<file path="src/rtl/cnt_sched_if.sv">
// cnt_sched_if: requester handshake and counter datapath signals of the shared-counter scheduler
interface cnt_sched_if #(parameter int WIDTH = 8);
  logic req0, req1;
  logic [WIDTH-1:0] start0, stop0, start1, stop1;
  logic [WIDTH-1:0] cnt, data;
  logic load, ena, gnt0, gnt1, done0, done1, busy;
  modport master (
    output req0, req1, start0, stop0, start1, stop1, cnt,
    input data, load, ena, gnt0, gnt1, done0, done1, busy
  );
  modport slave (
    input req0, req1, start0, stop0, start1, stop1, cnt,
    output data, load, ena, gnt0, gnt1, done0, done1, busy
  );
endinterface

</file>
<file path="src/rtl/cnt_sched.sv">
// cnt_sched: round-robin scheduler granting one of two requesters a shared loadable up-counter
module cnt_sched #(parameter int WIDTH = 8) (
  input logic clk,
  input logic rst,
  cnt_sched_if.slave bus
);
  typedef enum logic [1:0] {IDLE, LDC, RUN, FIN} state_t;
  state_t state, state_n;
  logic owner, owner_n, last, last_n, own_req, hit, pick;
  logic [WIDTH-1:0] start_q, stop_q, start_n, stop_n;
  assign own_req = owner ? bus.req1 : bus.req0;
  assign hit = bus.cnt == stop_q;
  assign pick = (bus.req0 && bus.req1) ? ~last : bus.req1;
  always_comb begin
    state_n = state;
    owner_n = owner;
    last_n = last;
    start_n = start_q;
    stop_n = stop_q;
    case (state)
      IDLE: if (bus.req0 || bus.req1) begin
        state_n = LDC;
        owner_n = pick;
        start_n = pick ? bus.start1 : bus.start0;
        stop_n = pick ? bus.stop1 : bus.stop0;
      end
      LDC: begin
        state_n = own_req ? RUN : IDLE;
        last_n = own_req ? last : owner;
      end
      RUN: begin
        state_n = !own_req ? IDLE : hit ? FIN : RUN;
        last_n = own_req ? last : owner;
      end
      FIN: begin
        state_n = IDLE;
        last_n = owner;
      end
    endcase
  end
  always_ff @(posedge clk) begin
    if (rst) begin
      state <= IDLE;
      owner <= 1'b0;
      last <= 1'b1;
      start_q <= '0;
      stop_q <= '0;
    end else begin
      state <= state_n;
      owner <= owner_n;
      last <= last_n;
      start_q <= start_n;
      stop_q <= stop_n;
    end
  end
  // the RUN-state compare is combinational so the counter stops exactly on stop_q
  assign bus.busy = state != IDLE;
  assign bus.gnt0 = bus.busy && !owner;
  assign bus.gnt1 = bus.busy && owner;
  assign bus.load = state == LDC;
  assign bus.ena = state == LDC || (state == RUN && !hit);
  assign bus.done0 = state == FIN && !owner;
  assign bus.done1 = state == FIN && owner;
  assign bus.data = start_q;
endmodule

</file>
<file path="src/flat_wrapper.sv">
// flat-port wrapper written by rule: the top's interface ports become plain ports
module cnt_sched_flat 
#(parameter int WIDTH = 8)
  (clk, rst, bus_req0, bus_req1, bus_start0, bus_stop0, bus_start1, bus_stop1, bus_cnt, bus_data, bus_load, bus_ena, bus_gnt0, bus_gnt1, bus_done0, bus_done1, bus_busy);
  cnt_sched_if #(.WIDTH(WIDTH)) bus_i ();
  input logic clk;
  input logic rst;
  input wire logic [$bits(bus_i.req0)-1:0] bus_req0;
  input wire logic [$bits(bus_i.req1)-1:0] bus_req1;
  input wire logic [$bits(bus_i.start0)-1:0] bus_start0;
  input wire logic [$bits(bus_i.stop0)-1:0] bus_stop0;
  input wire logic [$bits(bus_i.start1)-1:0] bus_start1;
  input wire logic [$bits(bus_i.stop1)-1:0] bus_stop1;
  input wire logic [$bits(bus_i.cnt)-1:0] bus_cnt;
  output wire logic [$bits(bus_i.data)-1:0] bus_data;
  output wire logic [$bits(bus_i.load)-1:0] bus_load;
  output wire logic [$bits(bus_i.ena)-1:0] bus_ena;
  output wire logic [$bits(bus_i.gnt0)-1:0] bus_gnt0;
  output wire logic [$bits(bus_i.gnt1)-1:0] bus_gnt1;
  output wire logic [$bits(bus_i.done0)-1:0] bus_done0;
  output wire logic [$bits(bus_i.done1)-1:0] bus_done1;
  output wire logic [$bits(bus_i.busy)-1:0] bus_busy;
  assign bus_i.req0 = bus_req0;
  assign bus_i.req1 = bus_req1;
  assign bus_i.start0 = bus_start0;
  assign bus_i.stop0 = bus_stop0;
  assign bus_i.start1 = bus_start1;
  assign bus_i.stop1 = bus_stop1;
  assign bus_i.cnt = bus_cnt;
  assign bus_data = bus_i.data;
  assign bus_load = bus_i.load;
  assign bus_ena = bus_i.ena;
  assign bus_gnt0 = bus_i.gnt0;
  assign bus_gnt1 = bus_i.gnt1;
  assign bus_done0 = bus_i.done0;
  assign bus_done1 = bus_i.done1;
  assign bus_busy = bus_i.busy;
  cnt_sched #(.WIDTH(WIDTH)) u_core (.clk(clk), .rst(rst), .bus(bus_i));
endmodule
</file>
<file path="config.mk">
export PLATFORM = sky130hd
export DESIGN_NAME = cnt_sched_flat
export DESIGN_NICKNAME = d
export VERILOG_FILES = /design/src/rtl/cnt_sched_if.sv /design/src/rtl/cnt_sched.sv /design/src/flat_wrapper.sv
export SDC_FILE = /design/constraint.sdc
export NUM_CORES = 1
export LEC_CHECK = 0
export CORE_ASPECT_RATIO = 1.2
export CORE_MARGIN = 2
export CORE_UTILIZATION = 40
export CTS_BUF_LIST = sky130_fd_sc_hd__clkbuf_16
export DETAILED_ROUTE_END_ITERATION = 7
export GPL_TIMING_DRIVEN = 0
export PLACE_DENSITY = 0.83
export SLEW_MARGIN = 20
export SYNTH_ARGS = -nofsm -noshare
export SYNTH_HDL_FRONTEND = slang
export SYNTH_SLANG_ARGS = --single-unit
</file>
<file path="constraint.sdc">
create_clock -name clk -period 2.3 [get_ports clk]
set_input_delay 0.46 -clock clk [delete_from_list [all_inputs] [get_ports clk]]
set_output_delay 0.46 -clock clk [all_outputs]
set_load 0.01 [all_outputs]
</file>
Yosys cells after proc, flatten, opt, wreduce, memory -nomap -nowiden
Cells that the tools add are included.
Widths: inputs -> output; s select.

word-level totals
  bits in registers = 20
  input bits = 44

operators by class
  eq/ne operators = 6
  muxes and demuxes = 11
  bitwise gates (word level) = 1
  reductions and logical operators = 16

operators with widths
  cell                count
  $mux 8              2
  $eq 8x8->1          1
  $pmux 2 s4          1
  $logic_and 1x1->1   6
  $mux 2              3
  $eq 2x2->1 const B  2
  $mux 1              4
  $reduce_and 2->1    2
  $reduce_bool 2->1   2
  $eq 2x1->1 const B  1
  $logic_not 1->1     2
  $logic_not 2->1     1
  $logic_or 1x1->1    2
  $ne 2x1->1 const B  1
  $ne 2x2->1 const B  1
  $pmux 1 s2          1
  $reduce_or 2->1     1
  $not 1->1           1

Logic depth before layout (Yosys ltp)
Gate-level depths: netlist of the first run.

  depth in word-level cells = 4
  gate-level depth with buffers = 6
  depth with buffers taken out = 6

Worst setup path after synthesis of the first run
No wires, ideal clock.

  path type = input port to output port
  from = input bus_cnt[7]
  to = output bus_ena
  arrival = 1138 ps
  data required time = 1840 ps
  setup slack = 702 ps
  stages on the path = 4
  cell sequence = xor2_1 > nor4_1 > nand2_1 > a21o_1

on the way
  longest elaborated chain between the ends = 4

ends and longest elaborated chain
  element            line                source
  from (decl)        flat_wrapper.sv:14  input wire logic [$bits(bus_i.cnt)-1:0] bus_cnt;
  $eq 8x8->1         cnt_sched.sv:12     assign hit = bus.cnt == stop_q;
  $logic_not 1->1    cnt_sched.sv:61     assign bus.ena = state == LDC || (state == RUN && !hit);
  $logic_and 1x1->1  cnt_sched.sv:61
  $logic_or 1x1->1   cnt_sched.sv:61
  to (decl)          flat_wrapper.sv:17  output wire logic [$bits(bus_i.ena)-1:0] bus_ena;

Every way passes these cells.

Worst setup path in the final report of the first run
  from = input bus_cnt[1]
  to = output bus_ena

Same word-level chain as after synthesis.

==> reports/qor.csv, run 1 <==
stage,metric,value,unit
global_routing,met2_usage,41.19,%
routing,via_per_inst,5.056,
critical_path,max_stage_delay,0.41,ns
timing,worst_pin_slew,0.4731,ns
timing,final_max_slew_viol_count,0,
outcome,status,finished clean,
timing,finalClockSkew,0.001453,ns
routing,drc_errors,0,
placement,hpwl,2344,um
synth,syn-cell-area,0.001067,mm2
synth,syn_nets,167,
synth,synthFlopType,dfxtp_1,
critical_path,crit_path_max_fanout,2,
cts,h-tree-depth,1,
global_routing,use_met1,21.59,%
cts,cts_buffers,3,
final_layout,final_cell_mix,"clkdlybuf4s50_1 (56), dfxtp_1 (20), a21oi_1 (19)",
cts,ctsHoldBuffers,0,
timing,min_period_over_period,95.77,%
floorplanning,core,0.002527,mm2
min_path,worstHoldEndpoint,u_core.bus.data[5]$_SDFFE_PP0P_,
final_layout,seq_area,400.4,um2
synth,ys_seq_area_share,37.51,%
final_layout,num_antenna_cells,0,
final_layout,area_growth,65.42,%
synth,synth.avg_cell_area,8.969,um2
timing,max_freq,454.0,MHz
synth,synth_async_sr_flop_share,0,%
floorplanning,die_height,60.59,um
global_routing,grt_usage,20.66,%
timing,period_needed,2.203,ns
placement,place_area,0.001689,mm2
routing,drtPass1Iterations,4,
global_routing,grt_max_degree,12,
flow_run,drv_cap,0,
global_routing,grt_pass1_wl,4767,um
global_routing,grt_busiest_layer,met2,
pwr,ir_drop,538.4,uV
global_routing,antenna_found_initial,0,
placement,gp_congestion,0.7576,
critical_path,r2r_slack,0.70,ns
routing,drtAntennaViolNets,0,
critical_path,r2r_end,u_core.stop_q[4]$_SDFFE_PP0P_,
final_layout,final_util,69.85,%
placement,post-place-ws,-0.2756,ns
floorplanning,die_area,0.003099,mm2
routing,drt-initial-drc-count,21,
final_layout,drive_above_1_share,6.077,%
cts,clock_latency,0.25,ns
critical_path,cp_top_family,buffers and inverters,
timing,slew_headroom,68.46,%
timing,finalSetupTns,0,ns
critical_path,r2r_cells,5,
routing,wirelength,3038,um
timing,rsz0062_at_grt,no,
final_layout,nFillCells,201,
timing,holdWs,0.5281,ns
final_layout,layout_commonest_cell,clkdlybuf4s50_1,
timing,setup_viol,0,
global_routing,grt_use_met3,1.478,%
final_layout,final_cells,214,
synth,yosysUniqueCellTypes,26,
final_layout,nets,230,
routing,wl_per_cell,14.20,um
cts,cts_buffer_depth,2,
floorplanning,rows,20,
cts,cts_root_buf,clkbuf_16,
routing,vias,1082,
timing,hold_violations,0,
pwr,p_leak,0.7202,nW
critical_path,end_kind,output port,
critical_path,r2r-start,u_core.state[0]$_SDFFE_PP0P_,
synth,ys_ff_latch,20,
critical_path,worstSetupPathType,in -> out,
synth,syn-instance-count,119,
global_routing,grt_pass1_vias,1088,
critical_path,cp.required,1.84,ns
pwr,power,1.062,mW
global_routing,grt_overflow,0,
critical_path,crit_slowest_cell,clkdlybuf4s50_1,
critical_path,cp.buffers_inverters,2,
cts,path_clk_slew,0.05,ns
min_path,hold_depth,2,
floorplanning,start_util,42.23,%
cts,cts_post_setup_buffers_inserted,0,
floorplanning,die_w,51.16,um
critical_path,crit_start,bus_cnt[1],
cts,clkSinkCount,20,
critical_path,crit_chain,"clkdlybuf4s50_1, xor2_1, nor4_1, nand2_1, a21o_1, buf_2",
min_path,hp-class,reg -> reg,
synth,synth_warnings,0,
placement,io_buffers,58,
timing,finalWorstSetupSlack,0.09734,ns
critical_path,worstSetupStartpointType,input pin,
final_layout,fin_area,0.001765,mm2
floorplanning,ios,59,
critical_path,timing.critical_path.arrival,1.74,ns
pwr,cellPowerDensity,601.3,mW/mm2
synth,synth_edf_count,0,
final_layout,multi_input_area,595.6,um2
placement,place_inst,210,
cts,cts_tree,built,
min_path,worstHoldStart,u_core.bus.data[5]$_SDFFE_PP0P_,
[where the power goes]
part | switching, mW | leakage [nW] | internal, mW
sequential | 0.0241 | 0.166 | 0.385
combinational | 0.125 | 0.516 | 0.172
clock | 0.124 | 0.0385 | 0.231
total | 0.273 | 0.720 | 0.789
[area by class of cell]
cell class | instances | area share [%]
timing repair buffer | 58 | 32.74
sequential | 20 | 22.68
tap | 33 | 2.339
clock inverter | 1 | 0.2126
buffer | 6 | 2.764
inverter | 6 | 1.276
multi-input combinational | 87 | 33.73
clock buffer | 3 | 4.252
[synthesized netlist by cell type, types with 2 or more instances]
cell type / n / share of area [%]
a21oi_1: 19 / 8.9
buf_2: 2 / 0.94
clkbuf_1: 2 / 0.70
dfxtp_1: 20 / 38
ha_1: 4 / 4.7
inv_1: 4 / 1.4
mux2i_1: 17 / 16
nand2_1: 2 / 0.70
nor2_1: 6 / 2.1
nor4_1: 2 / 1.2
o21ai_0: 16 / 7.5
o21ai_1: 4 / 1.9
xor2_1: 8 / 6.6
[state kept, by name (all words and copies together) (netlist names)]
register / count
u_core.bus.data: 8
u_core.last: 1
u_core.owner: 1
u_core.state: 2
u_core.stop_q: 8
[cell families (layout without fill, tap and decap cells)]
| logic type | count (synthesis) | in the layout | synth area share [%] |
|---|---|---|---|
| adders and majority gates | 4 | 4 | 4.690 |
| AOI/OAI and AO/OA | 43 | 43 | 21.45 |
| and+or+nand+nor | 15 | 15 | 7.152 |
| buffers and inverters | 12 | 74 | 6.682 |
| xor gates and xnor gates | 8 | 8 | 6.565 |
| DFF | 20 | 20 | 37.51 |
| muxes | 17 | 17 | 15.94 |
[worst max-delay path by stage]
stage	to	slack, ns	depth (start not counted)
floorplan	bus_ena	0.70	4
global placement	bus_ena	-0.28	6
detailed placement	bus_ena	-0.28	6
CTS	bus_ena	0.06	6
global route	bus_ena	0.02	6
finish	bus_ena	0.1	6
[layer usage]
metal	wire length [um]	part of all wire [%]
met5	0	0
met1	1158	38
met4	63	2.1
met2	1685	55
met3	130	4.3
[tightest hold or removal path: cells and delay by family, from the launching register on]
kind / cells / cell delay [ns]
AOI/OAI and AO/OA: 2 / 0.18
DFF: 1 / 0.31
[what timing repair did]
item	in CTS	in global routing
pin swaps	2	3
setup endpoints to repair	1	1
gates resized for setup	4	1
endpoints found under the hold margin	0	0
cloned	0	0
Power figures use the tool's default switching activity.
==> run 2, diff against run 1 <==
--- a/config.mk
+++ b/config.mk
@@ -10,7 +10,6 @@
 export CORE_UTILIZATION = 40
 export CTS_BUF_LIST = sky130_fd_sc_hd__clkbuf_16
 export DETAILED_ROUTE_END_ITERATION = 7
-export GPL_TIMING_DRIVEN = 0
 export PLACE_DENSITY = 0.83
 export SLEW_MARGIN = 20
 export SYNTH_ARGS = -nofsm -noshare
==> reports/qor.csv, run 2 (synthesized netlist as in run 1, its figures left out) <==
stage,metric,value,unit,change
outcome,status,finished clean,,unchanged
final_layout,final_util,68.02,%,was 69.85%
placement,place_inst,204,,was 210
cts,cts_buffers,3,,unchanged
final_layout,drive_above_1_share,4.571,%,was 6.077%
global_routing,grt_pass1_wl,4512,um,was 4767 um
routing,drtPass1Iterations,4,,unchanged
floorplanning,ios,59,,unchanged
placement,post-place-ws,-0.2721,ns,was -0.2756 ns
min_path,hold_depth,2,,unchanged
final_layout,area_growth,61.08,%,was 65.42%
cts,cts_buffer_depth,2,,unchanged
pwr,p_switching,264.8,uW,was 272.9 uW
final_layout,num_antenna_cells,0,,unchanged
routing,vias,1079,,was 1082
cts,cts_post_setup_buffers_inserted,0,,unchanged
pwr,p_seq_share,39.3,%,was 38.6%
floorplanning,rows,20,,unchanged
routing,wirelength,2876,um,was 3038 um
global_routing,grt_usage,19.43,%,was 20.66%
routing,drt-initial-drc-count,14,,was 21
routing,drtAntennaViolNets,0,,unchanged
critical_path,r2r_cells,5,,unchanged
cts,cts_tree,built,,unchanged
placement,gp_congestion,0.7675,,was 0.7576
final_layout,layout_commonest_cell,clkdlybuf4s50_1,,unchanged
placement,io_buffers,58,,unchanged
timing,rsz0062_at_grt,no,,unchanged
cts,ctsHoldBuffers,0,,unchanged
floorplanning,core,0.002527,mm2,unchanged
final_layout,fin_area,0.001719,mm2,was 0.001765 mm2
pwr,p_sw_share,25.42,%,was 25.70%
pwr,p_int,776.8,uW,was 788.7 uW
cts,clkSinkCount,20,,unchanged
placement,hpwl,2193,um,was 2344 um
critical_path,crit_path_max_fanout,2,,unchanged
timing,finalWorstSetupSlack,0.1348,ns,was 0.09734 ns
global_routing,grt_pass1_vias,1113,,was 1088
final_layout,final_cells,208,,was 214
global_routing,grt_max_degree,34,,was 12
cts,clock_latency,0.25,ns,about the same
floorplanning,die_w,51.16,um,unchanged
timing,holdWs,0.5263,ns,was 0.5281 ns
timing,finalSetupTns,0,ns,unchanged
pwr,cellPowerDensity,605.9,mW/mm2,was 601.3 mW/mm2
routing,via_per_inst,5.188,,was 5.056
min_path,hp-class,reg -> reg,,unchanged
floorplanning,die_height,60.59,um,unchanged
pwr,power,1.042,mW,was 1.062 mW
final_layout,nets,224,,was 230
critical_path,cp.required,1.84,ns,about the same
timing,setup_viol,0,,unchanged
critical_path,end_kind,output port,,unchanged
final_layout,final_cell_mix,"clkdlybuf4s50_1 (56), dfxtp_1 (20), a21oi_1 (19)",,unchanged
pwr,combinationalPowerShare,27.0,%,was 28.0%
timing,min_period_over_period,94.14,%,was 95.77%
floorplanning,start_util,42.23,%,unchanged
cts,cts_root_buf,clkbuf_16,,unchanged
routing,wl_per_cell,13.83,um,was 14.20 um
global_routing,antenna_found_initial,0,,unchanged
timing,worst_pin_slew,0.5247,ns,was 0.4731 ns
cts,path_clk_slew,0.05,ns,about the same
pwr,p_clk_share,33.7,%,was 33.4%
critical_path,timing.critical_path.arrival,1.71,ns,was 1.74 ns
timing,max_freq,461.9,MHz,was 454.0 MHz
timing,finalClockSkew,0.001137,ns,was 0.001453 ns
critical_path,worstSetupStartpointType,input pin,,unchanged
critical_path,worstSetupPathType,in -> out,,unchanged
floorplanning,die_area,0.003099,mm2,unchanged
placement,place_area,0.001640,mm2,was 0.001689 mm2
cts,h-tree-depth,1,,unchanged
flow_run,drv_cap,0,,unchanged
global_routing,grt_overflow,0,,unchanged
timing,slew_headroom,65.02,%,was 68.46%
pwr,ir_drop,507.5,uV,was 538.4 uV
timing,hold_violations,0,,unchanged
timing,final_max_slew_viol_count,0,,unchanged
routing,drc_errors,0,,unchanged
timing,period_needed,2.165,ns,was 2.203 ns
pwr,p_leak,0.6880,nW,was 0.7202 nW
-- run 2: cell type report --
class                   instances  area, um2
multi-input cells              87      601.8
clock buffers                   3      75.07
repair buffers                 58      574.3
fillers                       209      808.3
well taps                      33      41.29
clock inverters                 1      3.754
flip-flops and latches         20      400.4
inverters                       6      22.52
-- run 2: final timing paths --
check,startpoint,end,slack (ns)
worst max register to register,u_core.state[0]$_SDFFE_PP0P_,u_core.stop_q[1]$_SDFFE_PP0P_,0.66
worst min register to register,u_core.bus.data[5]$_SDFFE_PP0P_,u_core.bus.data[5]$_SDFFE_PP0P_,0.53
worst min-delay path,u_core.bus.data[5]$_SDFFE_PP0P_,u_core.bus.data[5]$_SDFFE_PP0P_,0.53
worst max-delay path,bus_cnt[1],bus_ena,0.13
-- run 2: critical path, cell delays in order --
cell,delay (ns)
clkdlybuf4s50_1,0.42
xor2_1,0.15
nor4_2,0.26
nand2_1,0.10
a21o_1,0.19
buf_2,0.13
-- run 2: power groups by stage --
stage	clock (mW)	sequential (mW)	combinational, mW
floorplan	0	0.419	0.135
global placement	0	0.413	0.271
detailed placement	0	0.416	0.280
CTS	0.356	0.409	0.280
global route	0.370	0.415	0.303
finish	0.351	0.410	0.281
-- run 2: timing repair --
action / in CTS / in global routing
endpoints found under the setup margin: 1 / 1
gates resized for setup: 5 / 1
endpoints found under the hold margin: 0 / 0
pin swaps: 2 / 0
-- run 2: per-layer routing --
metal  GRT usage, %  routed length (um)  up-vias
li1               -                   -      534
met1          18.90                1094      494
met2          40.07                1591       47
met3         0.7389                 137        4
met4          11.58                  53        0
met5              0                   0        -
==> run 3, diff against run 2 <==
--- a/config.mk
+++ b/config.mk
@@ -11,6 +11,7 @@
 export CTS_BUF_LIST = sky130_fd_sc_hd__clkbuf_16
 export DETAILED_ROUTE_END_ITERATION = 7
 export PLACE_DENSITY = 0.83
+export SETUP_SLACK_MARGIN = 0.4
 export SLEW_MARGIN = 20
 export SYNTH_ARGS = -nofsm -noshare
 export SYNTH_HDL_FRONTEND = slang
==> reports/qor.csv, run 3 (synthesized netlist as in run 1, its figures left out) <==
stage,metric,value,unit,change
outcome,status,finished clean,,unchanged
floorplanning,ios,59,,unchanged
timing,worst_pin_slew,0.5269,ns,was 0.5247 ns
timing,setup_viol,0,,unchanged
pwr,p_leak,0.7191,nW,was 0.6880 nW
timing,slew_headroom,64.88,%,was 65.02%
final_layout,nets,224,,unchanged
critical_path,worstSetupStartpointType,input pin,,unchanged
floorplanning,die_area,0.003099,mm2,unchanged
routing,wl_per_cell,14.08,um,was 13.83 um
timing,max_freq,530.2,MHz,was 461.9 MHz
routing,drtAntennaViolNets,0,,unchanged
critical_path,r2r_end,u_core.stop_q[1]$_SDFFE_PP0P_,,unchanged
routing,drtPass1Iterations,4,,unchanged
cts,cts_root_buf,clkbuf_16,,unchanged
floorplanning,rows,20,,unchanged
global_routing,use_met1,18.75,%,was 18.90%
routing,drt-initial-drc-count,6,,was 14
routing,drc_errors,0,,unchanged
final_layout,layout_commonest_cell,clkdlybuf4s50_1,,unchanged
timing,rsz0062_at_grt,yes,,was no
min_path,worstHoldEndpoint,u_core.bus.data[5]$_SDFFE_PP0P_,,unchanged
timing,finalWorstSetupSlack,0.4140,ns,was 0.1348 ns
timing,finalClockSkew,0.001195,ns,was 0.001137 ns
placement,io_buffers,58,,unchanged
floorplanning,start_util,42.23,%,unchanged
placement,gp_congestion,0.7675,,unchanged
placement,hpwl,2193,um,unchanged
timing,hold_violations,0,,unchanged
critical_path,crit_chain,"dlygate4sd2_1, xor2_1, nor4_1, nand2_1, a21o_1, buf_2",,"was clkdlybuf4s50_1, xor2_1, nor4_2, nand2_1, a21o_1, buf_2"
cts,clock_latency,0.25,ns,about the same
min_path,hp-class,reg -> reg,,unchanged
final_layout,final_util,67.87,%,was 68.02%
critical_path,crit_slowest_cell,dlygate4sd2_1,,was clkdlybuf4s50_1
final_layout,area_growth,60.73,%,was 61.08%
global_routing,antenna_found_initial,0,,unchanged
global_routing,grt_pass1_vias,1122,,was 1113
final_layout,drive_above_1_share,12.00,%,was 4.571%
cts,cts_buffer_depth,2,,unchanged
global_routing,grt_usage,19.64,%,was 19.43%
timing,final_max_slew_viol_count,0,,unchanged
critical_path,timing.critical_path.arrival,1.43,ns,was 1.71 ns
timing,finalSetupTns,0,ns,unchanged
critical_path,crit_path_max_fanout,2,,unchanged
cts,h-tree-depth,1,,unchanged
global_routing,grt_use_met3,0.7389,%,unchanged
routing,via_per_inst,5.178,,was 5.188
critical_path,max_stage_delay,0.24,ns,was 0.42 ns
critical_path,r2r_cells,5,,unchanged
critical_path,worstSetupPathType,in -> out,,unchanged
floorplanning,core,0.002527,mm2,unchanged
pwr,ir_drop,489.0,uV,was 507.5 uV
timing,period_needed,1.886,ns,was 2.165 ns
critical_path,end_kind,output port,,unchanged
cts,clkSinkCount,20,,unchanged
final_layout,final_cells,208,,unchanged
floorplanning,die_height,60.59,um,unchanged
cts,path_clk_slew,0.05,ns,about the same
critical_path,r2r_slack,0.72,ns,was 0.66 ns
critical_path,r2r-start,u_core.state[0]$_SDFFE_PP0P_,,unchanged
final_layout,nFillCells,215,,was 209
critical_path,cp.required,1.84,ns,about the same
timing,min_period_over_period,82.00,%,was 94.14%
placement,place_inst,204,,unchanged
routing,vias,1077,,was 1079
cts,cts_tree,built,,unchanged
timing,holdWs,0.5250,ns,was 0.5263 ns
global_routing,grt_max_degree,34,,unchanged
min_path,hold_depth,2,,unchanged
global_routing,grt_overflow,0,,unchanged
global_routing,met2_usage,41.00,%,was 40.07%
placement,post-place-ws,-0.2721,ns,unchanged
cts,cts_post_setup_buffers_inserted,0,,unchanged
global_routing,grt_busiest_layer,met2,,unchanged
flow_run,drv_cap,0,,unchanged
final_layout,final_cell_mix,"clkdlybuf4s50_1 (44), a21oi_1 (19), mux2i_1 (17)",,"was clkdlybuf4s50_1 (56), dfxtp_1 (20), a21oi_1 (19)"
pwr,cellPowerDensity,605.8,mW/mm2,was 605.9 mW/mm2
floorplanning,die_w,51.16,um,unchanged
final_layout,num_antenna_cells,0,,unchanged
global_routing,grt_pass1_wl,4554,um,was 4512 um
cts,cts_buffers,3,,unchanged
min_path,worstHoldStart,u_core.bus.data[5]$_SDFFE_PP0P_,,unchanged
routing,wirelength,2929,um,was 2876 um
-- run 3: per-stage QoR --
stage	power (mW)	area, um2
6_report	1.039	1715
5_1_grt	1.085	1715
4_1_cts	1.040	1708
3_5_place_dp	0.6960	1640
3_3_place_gp	0.6844	1640
2_1_floorplan	0.5548	1067
-- run 3: layout make-up --
| type | instances | area, um2 | area share [%] |
|---|---|---|---|
| Multi-Input combinational cell | 87 | 614.3 | 35.81 |
| Tap cell | 33 | 41.29 | 2.407 |
| Sequential cell | 20 | 405.4 | 23.63 |
| Clock inverter | 1 | 3.754 | 0.2188 |
| Clock buffer | 3 | 75.07 | 4.376 |
| Timing Repair Buffer | 58 | 551.8 | 32.17 |
| Inverter | 6 | 23.77 | 1.386 |
-- run 3: worst max-delay path, delay by kind of cell --
kind,cells,cell delay [ns]
buffers and inverters,2,0.37
xor gates and xnor gates,1,0.14
AOI/OAI and AO/OA,1,0.18
and+or+nand+nor,2,0.28
-- run 3: worst max path at each step --
stage	startpoint	endpoint	slack (ns)	cells after the start
finish	bus_cnt[3]	bus_ena	0.41	6
global route	u_core.stop_q[6]$_SDFFE_PP0P_	bus_ena	0.35	5
CTS	bus_cnt[0]	bus_ena	0.25	6
detailed placement	bus_cnt[6]	bus_ena	-0.27	6
global placement	bus_cnt[6]	bus_ena	-0.31	6
floorplan	bus_cnt[7]	bus_ena	0.70	4
-- run 3: metal layers --
layer / routed length [um] / part of all wire [%]
met1: 1153 / 39
met2: 1589 / 54
met3: 107 / 3.7
met4: 79 / 2.7
met5: 0 / 0
-- run 3: timing repair --
action / 4_1_cts / 5_1_grt
hold buffers: 0 / 0
setup endpoints to repair: 7 / 1
pin swaps: 4 / 6
gates resized for setup: 21 / 19
-- run 3: where the power goes --
group	internal, mW	switching [mW]
registers	0.387	0.0252
clock network	0.231	0.121
logic	0.155	0.121
